[config.mk]
export PLATFORM = sky130hd
export DESIGN_NAME = sqrt_iter_pipe_flat
export DESIGN_NICKNAME = d
export VERILOG_FILES = /design/src/rtl/sqrt_pkg.sv /design/src/rtl/sqrt_iter_pipe_if.sv /design/src/rtl/sqrt_step.sv /design/src/rtl/sqrt_iter_pipe.sv /design/src/flat_wrapper.sv
export SDC_FILE = /design/constraint.sdc
export NUM_CORES = 1
export LEC_CHECK = 0
export CELL_PAD_IN_SITES_DETAIL_PLACEMENT = 0
export CELL_PAD_IN_SITES_GLOBAL_PLACEMENT = 1
export CORE_MARGIN = 2
export CORE_UTILIZATION = 44
export DETAILED_ROUTE_END_ITERATION = 8
export PLACE_DENSITY_LB_ADDON = 0.1
export SETUP_SLACK_MARGIN = 0.02
export SLEW_MARGIN = 20
export SYNTH_ARGS = -nofsm -noshare
export SYNTH_HDL_FRONTEND = slang
export SYNTH_SLANG_ARGS = --single-unit
[constraint.sdc]
create_clock -name clk -period 5.2 [get_ports clk]
set_clock_uncertainty 0.1 [all_clocks]
set_input_delay 0.78 -clock clk [delete_from_list [all_inputs] [get_ports clk]]
set_output_delay 0.78 -clock clk [all_outputs]
set_load 0.05 [all_outputs]
[src/rtl/sqrt_pkg.sv]
// Shared definitions for the iterative square-root block.
//   state_t    : controller states (IDLE, CALC, ROUND, HOLD)
//   RND_TRUNC  : rnd_mode value selecting truncation
//   RND_RNE    : rnd_mode value selecting round-to-nearest-even
//   rem_w()    : remainder width for a given mantissa width (MANT_W+3)
//   rad_w()    : radicand width for a given mantissa width (2*MANT_W+2)
package sqrt_pkg;

  typedef enum logic [1:0] {
    IDLE  = 2'd0,
    CALC  = 2'd1,
    ROUND = 2'd2,
    HOLD  = 2'd3
  } state_t;

  localparam logic RND_TRUNC = 1'b0;
  localparam logic RND_RNE   = 1'b1;

  function automatic int rem_w(input int mant_w);
    return mant_w + 3;
  endfunction

  function automatic int rad_w(input int mant_w);
    return 2 * mant_w + 2;
  endfunction

endpackage

[src/rtl/sqrt_iter_pipe_if.sv]
// Handshake and data bundle around the square-root block.
//   in_valid/in_ready   : operand handshake (producer -> block)
//   rnd_mode            : 0 truncate, 1 round-nearest-even
//   sign_in, is_*_in,   : operand classification from the special-value
//   is_num, mant_in,      classifier, mantissa with implicit 1, signed
//   exp_in                unbiased exponent
//   out_valid/out_ready : result handshake (block -> packer)
//   sign_out, exp_out,  : result fields in the same format as the input
//   mant_out
//   special_out, invalid, inexact : result flags
//   iter_valid, iter_root         : per-iteration trace
// Modport slave is the block; modport master is the surrounding logic.
interface sqrt_iter_pipe_if #(
  parameter int MANT_W = 11,
  parameter int EXP_W  = 7
);
  logic                     in_valid;
  logic                     in_ready;
  logic                     rnd_mode;
  logic                     sign_in;
  logic                     is_nan_in;
  logic                     is_pinf_in;
  logic                     is_ninf_in;
  logic                     is_num;
  logic        [MANT_W-1:0] mant_in;
  logic signed [EXP_W-1:0]  exp_in;
  logic                     out_valid;
  logic                     out_ready;
  logic                     sign_out;
  logic signed [EXP_W-1:0]  exp_out;
  logic        [MANT_W-1:0] mant_out;
  logic                     special_out;
  logic                     invalid;
  logic                     inexact;
  logic                     iter_valid;
  logic        [MANT_W:0]   iter_root;

  modport slave (
    input  in_valid, rnd_mode, sign_in, is_nan_in, is_pinf_in, is_ninf_in,
           is_num, mant_in, exp_in, out_ready,
    output in_ready, out_valid, sign_out, exp_out, mant_out, special_out,
           invalid, inexact, iter_valid, iter_root
  );

  modport master (
    output in_valid, rnd_mode, sign_in, is_nan_in, is_pinf_in, is_ninf_in,
           is_num, mant_in, exp_in, out_ready,
    input  in_ready, out_valid, sign_out, exp_out, mant_out, special_out,
           invalid, inexact, iter_valid, iter_root
  );

endinterface

[src/rtl/sqrt_step.sv]
// One digit-by-digit square-root step (combinational).
//   rem_in   : current partial remainder
//   root_in  : current partial root
//   rad_top  : next two radicand bits (MSB first)
//   rem_out  : remainder after the trial subtraction
//   root_bit : root bit produced by this step
module sqrt_step
  import sqrt_pkg::*;
#(
  parameter  int MANT_W = 11,
  localparam int REM_W  = rem_w(MANT_W)
) (
  input  logic [REM_W-1:0] rem_in,
  input  logic [MANT_W:0]  root_in,
  input  logic [1:0]       rad_top,
  output logic [REM_W-1:0] rem_out,
  output logic             root_bit
);

  // The shifted remainder keeps two extra bits so the compare sees every bit;
  // the bounded remainder guarantees the result fits back into REM_W.
  logic [REM_W+1:0] rem_sh;
  logic [REM_W+1:0] trial;

  assign rem_sh   = {rem_in, rad_top};
  assign trial    = (REM_W+2)'({root_in, 2'b01});
  assign root_bit = (rem_sh >= trial);
  assign rem_out  = root_bit ? REM_W'(rem_sh - trial) : REM_W'(rem_sh);

endmodule

[src/rtl/sqrt_iter_pipe.sv]
// Iterative square root of a normalised mantissa/exponent operand.
// One root bit per cycle (MANT_W result bits plus a guard bit), then a
// truncate or round-nearest-even step. Special operands bypass the
// iteration and are presented one cycle after accept.
//   clk, rst : clock, synchronous active-high reset
//   bus      : sqrt_iter_pipe_if.slave (operand/result handshakes, trace)
module sqrt_iter_pipe
  import sqrt_pkg::*;
#(
  parameter int MANT_W   = 11,
  parameter int EXP_W    = 7,
  parameter int ZERO_EXP = -15,
  parameter int TRACE_EN = 1
) (
  input logic            clk,
  input logic            rst,
  sqrt_iter_pipe_if.slave bus
);

  localparam int REM_W = rem_w(MANT_W);
  localparam int RAD_W = rad_w(MANT_W);
  localparam int CNT_W = $clog2(MANT_W + 2);

  state_t                   state_q, state_d;
  logic        [REM_W-1:0]  rem_q, rem_nxt;
  logic        [MANT_W:0]   root_q, root_nxt;
  logic                     root_bit;
  logic        [RAD_W-1:0]  rad_q;
  logic        [CNT_W-1:0]  cnt_q;
  logic                     rnd_q;
  logic                     sign_q;
  logic signed [EXP_W-1:0]  exp_q;
  logic        [MANT_W-1:0] mant_q;
  logic                     special_q;
  logic                     invalid_q;
  logic                     inexact_q;
  logic                     iter_vld_q;
  logic        [MANT_W:0]   iter_root_q;
  logic                     in_special;
  logic                     in_passthru;
  logic        [MANT_W:0]   mant_adj;

  // Drop the guard bit and optionally round; a carry out of q is excluded
  // because the root never reaches 2^MANT_W - 0.5.
  function automatic logic [MANT_W-1:0] round_mant(input logic [MANT_W:0] root,
                                                   input logic sticky,
                                                   input logic rne);
    logic [MANT_W-1:0] q;
    logic              inc;
    q   = root[MANT_W:1];
    inc = rne & root[0] & (sticky | q[0]);
    return q + MANT_W'(inc);
  endfunction

  sqrt_step #(.MANT_W(MANT_W)) u_step (
    .rem_in   (rem_q),
    .root_in  (root_q),
    .rad_top  (rad_q[RAD_W-1 -: 2]),
    .rem_out  (rem_nxt),
    .root_bit (root_bit)
  );

  assign root_nxt    = {root_q[MANT_W-1:0], root_bit};
  assign in_passthru = bus.is_nan_in | bus.is_pinf_in | bus.is_ninf_in;
  assign in_special  = in_passthru | ~bus.is_num | bus.sign_in;
  // Odd exponents fold one factor of two into the mantissa so the exponent
  // halves exactly; the floor shift then matches (exp-1)>>>1.
  assign mant_adj    = bus.exp_in[0] ? {bus.mant_in, 1'b0} : {1'b0, bus.mant_in};

  always_comb begin
    state_d       = state_q;
    bus.in_ready  = 1'b0;
    bus.out_valid = 1'b0;
    case (state_q)
      IDLE: begin
        bus.in_ready = ~rst;
        if (bus.in_valid && !rst) state_d = in_special ? HOLD : CALC;
      end
      CALC:  if (cnt_q == CNT_W'(1)) state_d = ROUND;
      ROUND: state_d = HOLD;
      HOLD: begin
        bus.out_valid = 1'b1;
        if (bus.out_ready) state_d = IDLE;
      end
      default: state_d = IDLE;
    endcase
  end

  // Control and result registers
  always_ff @(posedge clk) begin
    if (rst) begin
      state_q     <= IDLE;
      cnt_q       <= '0;
      rnd_q       <= 1'b0;
      sign_q      <= 1'b0;
      exp_q       <= '0;
      mant_q      <= '0;
      special_q   <= 1'b0;
      invalid_q   <= 1'b0;
      inexact_q   <= 1'b0;
      iter_vld_q  <= 1'b0;
      iter_root_q <= '0;
    end else begin
      state_q    <= state_d;
      iter_vld_q <= 1'b0;
      case (state_q)
        IDLE: begin
          if (bus.in_valid) begin
            rnd_q     <= bus.rnd_mode;
            inexact_q <= 1'b0;
            invalid_q <= 1'b0;
            special_q <= in_special;
            if (in_passthru) begin
              sign_q <= bus.sign_in;
              exp_q  <= bus.exp_in;
              mant_q <= bus.mant_in;
            end else if (!bus.is_num) begin
              sign_q <= bus.sign_in;
              exp_q  <= EXP_W'(ZERO_EXP);
              mant_q <= '0;
            end else if (bus.sign_in) begin
              invalid_q <= 1'b1;
              sign_q    <= 1'b0;
              exp_q     <= '0;
              mant_q    <= '0;
            end else begin
              sign_q <= 1'b0;
              exp_q  <= bus.exp_in >>> 1;
              cnt_q  <= CNT_W'(MANT_W + 1);
            end
          end
        end
        CALC: begin
          cnt_q       <= cnt_q - CNT_W'(1);
          iter_vld_q  <= (TRACE_EN != 0);
          iter_root_q <= (TRACE_EN != 0) ? root_nxt : '0;
        end
        ROUND: begin
          mant_q    <= round_mant(root_q, |rem_q, rnd_q);
          inexact_q <= root_q[0] | (|rem_q);
        end
        default: ;
      endcase
    end
  end

  // Iteration datapath; reloaded every idle cycle so accept captures it
  always_ff @(posedge clk) begin
    if (state_q == IDLE) begin
      rem_q  <= '0;
      root_q <= '0;
      rad_q  <= {mant_adj, {(MANT_W+1){1'b0}}};
    end else if (state_q == CALC) begin
      rem_q  <= rem_nxt;
      root_q <= root_nxt;
      rad_q  <= rad_q << 2;
    end
  end

  assert property (@(posedge clk) disable iff (rst)
    (state_q == ROUND) |-> !((&root_q[MANT_W:1]) && root_q[0] && rnd_q));

  assign bus.sign_out    = sign_q;
  assign bus.exp_out     = exp_q;
  assign bus.mant_out    = mant_q;
  assign bus.special_out = special_q;
  assign bus.invalid     = invalid_q;
  assign bus.inexact     = inexact_q;
  assign bus.iter_valid  = iter_vld_q;
  assign bus.iter_root   = iter_root_q;

endmodule

[src/flat_wrapper.sv]
// flat-port wrapper written by rule: the top's interface ports become plain ports
module sqrt_iter_pipe_flat import sqrt_pkg::*;
#(
  parameter int MANT_W   = 11,
  parameter int EXP_W    = 7,
  parameter int ZERO_EXP = -15,
  parameter int TRACE_EN = 1
)
  (clk, rst, bus_in_valid, bus_rnd_mode, bus_sign_in, bus_is_nan_in, bus_is_pinf_in, bus_is_ninf_in, bus_is_num, bus_mant_in, bus_exp_in, bus_out_ready, bus_in_ready, bus_out_valid, bus_sign_out, bus_exp_out, bus_mant_out, bus_special_out, bus_invalid, bus_inexact, bus_iter_valid, bus_iter_root);
  sqrt_iter_pipe_if #(.MANT_W(MANT_W), .EXP_W(EXP_W)) bus_i ();
  input logic clk;
  input logic rst;
  input wire logic [$bits(bus_i.in_valid)-1:0] bus_in_valid;
  input wire logic [$bits(bus_i.rnd_mode)-1:0] bus_rnd_mode;
  input wire logic [$bits(bus_i.sign_in)-1:0] bus_sign_in;
  input wire logic [$bits(bus_i.is_nan_in)-1:0] bus_is_nan_in;
  input wire logic [$bits(bus_i.is_pinf_in)-1:0] bus_is_pinf_in;
  input wire logic [$bits(bus_i.is_ninf_in)-1:0] bus_is_ninf_in;
  input wire logic [$bits(bus_i.is_num)-1:0] bus_is_num;
  input wire logic [$bits(bus_i.mant_in)-1:0] bus_mant_in;
  input wire logic [$bits(bus_i.exp_in)-1:0] bus_exp_in;
  input wire logic [$bits(bus_i.out_ready)-1:0] bus_out_ready;
  output wire logic [$bits(bus_i.in_ready)-1:0] bus_in_ready;
  output wire logic [$bits(bus_i.out_valid)-1:0] bus_out_valid;
  output wire logic [$bits(bus_i.sign_out)-1:0] bus_sign_out;
  output wire logic [$bits(bus_i.exp_out)-1:0] bus_exp_out;
  output wire logic [$bits(bus_i.mant_out)-1:0] bus_mant_out;
  output wire logic [$bits(bus_i.special_out)-1:0] bus_special_out;
  output wire logic [$bits(bus_i.invalid)-1:0] bus_invalid;
  output wire logic [$bits(bus_i.inexact)-1:0] bus_inexact;
  output wire logic [$bits(bus_i.iter_valid)-1:0] bus_iter_valid;
  output wire logic [$bits(bus_i.iter_root)-1:0] bus_iter_root;
  assign bus_i.in_valid = bus_in_valid;
  assign bus_i.rnd_mode = bus_rnd_mode;
  assign bus_i.sign_in = bus_sign_in;
  assign bus_i.is_nan_in = bus_is_nan_in;
  assign bus_i.is_pinf_in = bus_is_pinf_in;
  assign bus_i.is_ninf_in = bus_is_ninf_in;
  assign bus_i.is_num = bus_is_num;
  assign bus_i.mant_in = bus_mant_in;
  assign bus_i.exp_in = bus_exp_in;
  assign bus_i.out_ready = bus_out_ready;
  assign bus_in_ready = bus_i.in_ready;
  assign bus_out_valid = bus_i.out_valid;
  assign bus_sign_out = bus_i.sign_out;
  assign bus_exp_out = bus_i.exp_out;
  assign bus_mant_out = bus_i.mant_out;
  assign bus_special_out = bus_i.special_out;
  assign bus_invalid = bus_i.invalid;
  assign bus_inexact = bus_i.inexact;
  assign bus_iter_valid = bus_i.iter_valid;
  assign bus_iter_root = bus_i.iter_root;
  sqrt_iter_pipe #(.MANT_W(MANT_W), .EXP_W(EXP_W), .ZERO_EXP(ZERO_EXP), .TRACE_EN(TRACE_EN)) u_core (.clk(clk), .rst(rst), .bus(bus_i));
endmodule
==> flow_metrics.env <==
export IMPL_status="completed"
export IMPL_cp_arrival_ns=2.43
export IMPL_antenna_cells=0
export IMPL_ys_ff_latch=80
export IMPL_grt_max_degree=49
export IMPL_postLayoutCoreUtil=0.5471
export IMPL_cts_hold_buf=0
export IMPL_via_per_inst=5.456
export IMPL_worstMarginPinSlew_ns=0.8395
export IMPL_powerDensity_nw_per_um2=656.8
export IMPL_first_iter_violations=149
export IMPL_grt_use_total=0.2117
export IMPL_slew_viol_final=0
export IMPL_clk_pin_slew_ns=0.08
export IMPL_setup_violations=0
export IMPL_synth_yosys_seq_area_share=0.3936
export IMPL_ant_nets=0
export IMPL_cap_violations=0
export IMPL_layout_drive_gt1_share=0.05363
export IMPL_overflow=0
export IMPL_finalHoldViolCount=0
export IMPL_dp_hpwl_mm=8.129
export IMPL_dieArea_um2=10750
export IMPL_core_um2=9729
export IMPL_grt_first_pass_wirelength_mm=18.43
export IMPL_syn_inst=525
export IMPL_fp_dieW_um=103.7
export IMPL_hold_ws_ns=0.3622
export IMPL_layout_setup_ws_ns=1.887
export IMPL_wire_per_inst_um=15.96
export IMPL_die_h_um=103.7
export IMPL_async_flop_share=0
export IMPL_gp_congestion=0.8252
export IMPL_synth_flop_cell="dfxtp_1"
export IMPL_cts_buffers=9
export IMPL_crit_path_start_kind="primary input"
export IMPL_cts_tree="yes"
export IMPL_drc=0
export IMPL_htreeDepth=3
export IMPL_start_util=0.4496
export IMPL_fin_crit_ns=3.313
export IMPL_critical_path_max_fanout=44
export IMPL_holdCritPathClass="flop to flop"
export IMPL_synth_fp_nets=574
export IMPL_avgSynthCellArea_um2=8.332
export IMPL_grt_setup_unrepaired="false"
export IMPL_slew_limit_headroom=0.4403
export IMPL_post_cts_buffers=0
export IMPL_whs_path_depth=2
export IMPL_clock_sinks=80
export IMPL_vias=3879
export IMPL_clock_latency_ns=0.36
export IMPL_area_growth_pct=21.68
export IMPL_ir_drop_v=0.0003127
export IMPL_cts_resized=0
export IMPL_routed_wl_mm=11.35
export IMPL_end_kind="primary output"
export IMPL_yosys_warnings=0
export IMPL_fmax_ghz=0.3018
export IMPL_first_pass_iters=4
export IMPL_synth_cell_area_um2=4374
export IMPL_r2r_cells=8
export IMPL_antenna_found_initial=0
export IMPL_p_leak_uw=0.001914
export IMPL_portBuffers=64
export IMPL_required_ns=4.32
export IMPL_final_nets=622
export IMPL_root_buffer="clkbuf_8"
export IMPL_dp_slack_ns=1.869
export IMPL_min_period_over_period=0.6372
export IMPL_grt_pass1_vias=3589
export IMPL_synth_edff_count=12
export IMPL_fin_setup_tns_ns=0
export IMPL_setup_worst_path_class="primary input to primary output"
export IMPL_clockBufferDepth=2
export IMPL_rows=36
export IMPL_ys_types=58
export IMPL_io_pins=65
==> registers in the layout (all words and copies together), names as in the netlist <==
register	flops
u_core.bus.exp_out	7
u_core.bus.inexact	1
u_core.bus.invalid	1
u_core.bus.iter_root	12
u_core.bus.iter_valid	1
u_core.bus.mant_out	11
u_core.bus.sign_out	1
u_core.bus.special_out	1
u_core.cnt_q	4
u_core.rad_q	12
u_core.rem_q	14
u_core.rnd_q	1
u_core.root_q	12
u_core.state_q	2
==> where the power goes <==
group          switching [uW]  internal [uW]  total, uW
combinational            1280            718       2000
sequential                116            826        943
clock                     237            314        551
total                    1640           1860       3500
==> kinds of logic (layout without fill, tap and decap cells) <==
| logic type | after synthesis | count (layout) | synth area share |
|---|---|---|---|
| AO/OA/AOI/OAI | 136 | 136 | 0.2048 |
| XOR/XNOR | 17 | 17 | 0.03404 |
| adder cells (fa/ha/maj) | 21 | 21 | 0.06007 |
| buffers and inverters | 58 | 111 | 0.05263 |
| flip-flops | 80 | 80 | 0.3936 |
| multiplexers | 14 | 14 | 0.03204 |
| AND/OR/NAND/NOR | 199 | 199 | 0.2228 |
==> worst max-delay path, cell delays in order <==
cell             delay [ns]
clkdlybuf4s50_1        0.45
buf_4                  0.40
nor2_1                 0.08
clkdlybuf4s50_1        0.71
==> final timing paths <==
| path | endpoint | slack, ns | startpoint |
|---|---|---|---|
| setup / recovery | bus_in_ready | 1.89 | rst |
| hold / removal | u_core.bus.exp_out[5] | 0.36 | u_core.bus.exp_out[5] |
| setup reg to reg | u_core.rem_q[2] | 2.43 | u_core.root_q[3] |
| hold reg to reg | u_core.bus.exp_out[5] | 0.36 | u_core.bus.exp_out[5] |
==> cell usage after synthesis (all sizes together), types with 3 or more instances <==
master	count	share of area
dfxtp	68	0.31
a21oi	56	0.065
nor2	55	0.049
nand2	51	0.044
nand2b	29	0.041
inv	27	0.023
clkbuf	24	0.021
ha	21	0.060
nand3	20	0.023
a211oi	16	0.029
o21ai	16	0.019
mux2i	14	0.032
nor3	13	0.016
edfxtp	12	0.082
xnor2	12	0.024
a22oi	8	0.014
and3	8	0.013
a311oi	7	0.015
buf	7	0.0089
nand4	6	0.0086
a221oi	5	0.010
xor2	5	0.010
a21o	4	0.0069
a31oi	4	0.0072
nand3b	4	0.0069
nor4	4	0.0057
o211ai	4	0.0069
o311ai	3	0.0060
==> cells in the final DEF, fill, tap and decap left out, types with 3 or more instances in the layout <==
cell | netlist | final
a211oi_1 | 15 | 15
clkbuf_8 | 0 | 10
edfxtp_1 | 12 | 12
clkdlybuf4s50_1 | 0 | 64
and3_1 | 7 | 7
nor3_1 | 12 | 12
a311oi_1 | 6 | 6
mux2i_1 | 14 | 14
o21ai_0 | 14 | 14
nand2b_1 | 29 | 29
nand3_1 | 20 | 20
buf_4 | 0 | 4
a221oi_1 | 5 | 5
dfxtp_1 | 68 | 68
xor2_1 | 5 | 5
nand4_1 | 6 | 6
nand3b_1 | 4 | 4
a22oi_1 | 8 | 8
nor4_1 | 4 | 4
a21oi_1 | 55 | 55
inv_1 | 27 | 27
o211ai_1 | 4 | 4
nand2_1 | 50 | 50
ha_1 | 21 | 21
nor2_1 | 54 | 54
xnor2_1 | 12 | 12
a21o_1 | 4 | 4
a31oi_1 | 3 | 3
==> stage by stage <==
step	instance area, um2	power, uW	instances
2_1_floorplan	4374	2496	525
3_3_place_gp	5082	2913	695
3_5_place_dp	5082	2941	695
4_1_cts	5323	3499	711
5_1_grt	5323	3754	711
6_report	5323	3496	711
==> routing by layer <==
layer / part of all wire / global-route usage / vias to the layer above
li1: - / - / 1977
met1: 0.50 / 0.2986 / 1820
met2: 0.44 / 0.3226 / 72
met3: 0.048 / 0.05286 / 10
met4: 0.010 / 0.05888 / 0
met5: 0 / 0 / -
==> area by class of cell <==
type | instances | area (um2)
clock inverter | 4 | 73.82
clock buffer | 12 | 166.4
timing repair buffer | 68 | 670.6
multi-input combinational | 387 | 2422
fill | 957 | 4407
tap | 133 | 166.4
sequential | 80 | 1722
inverter | 27 | 101.3
Power figures use the tool's default switching activity.
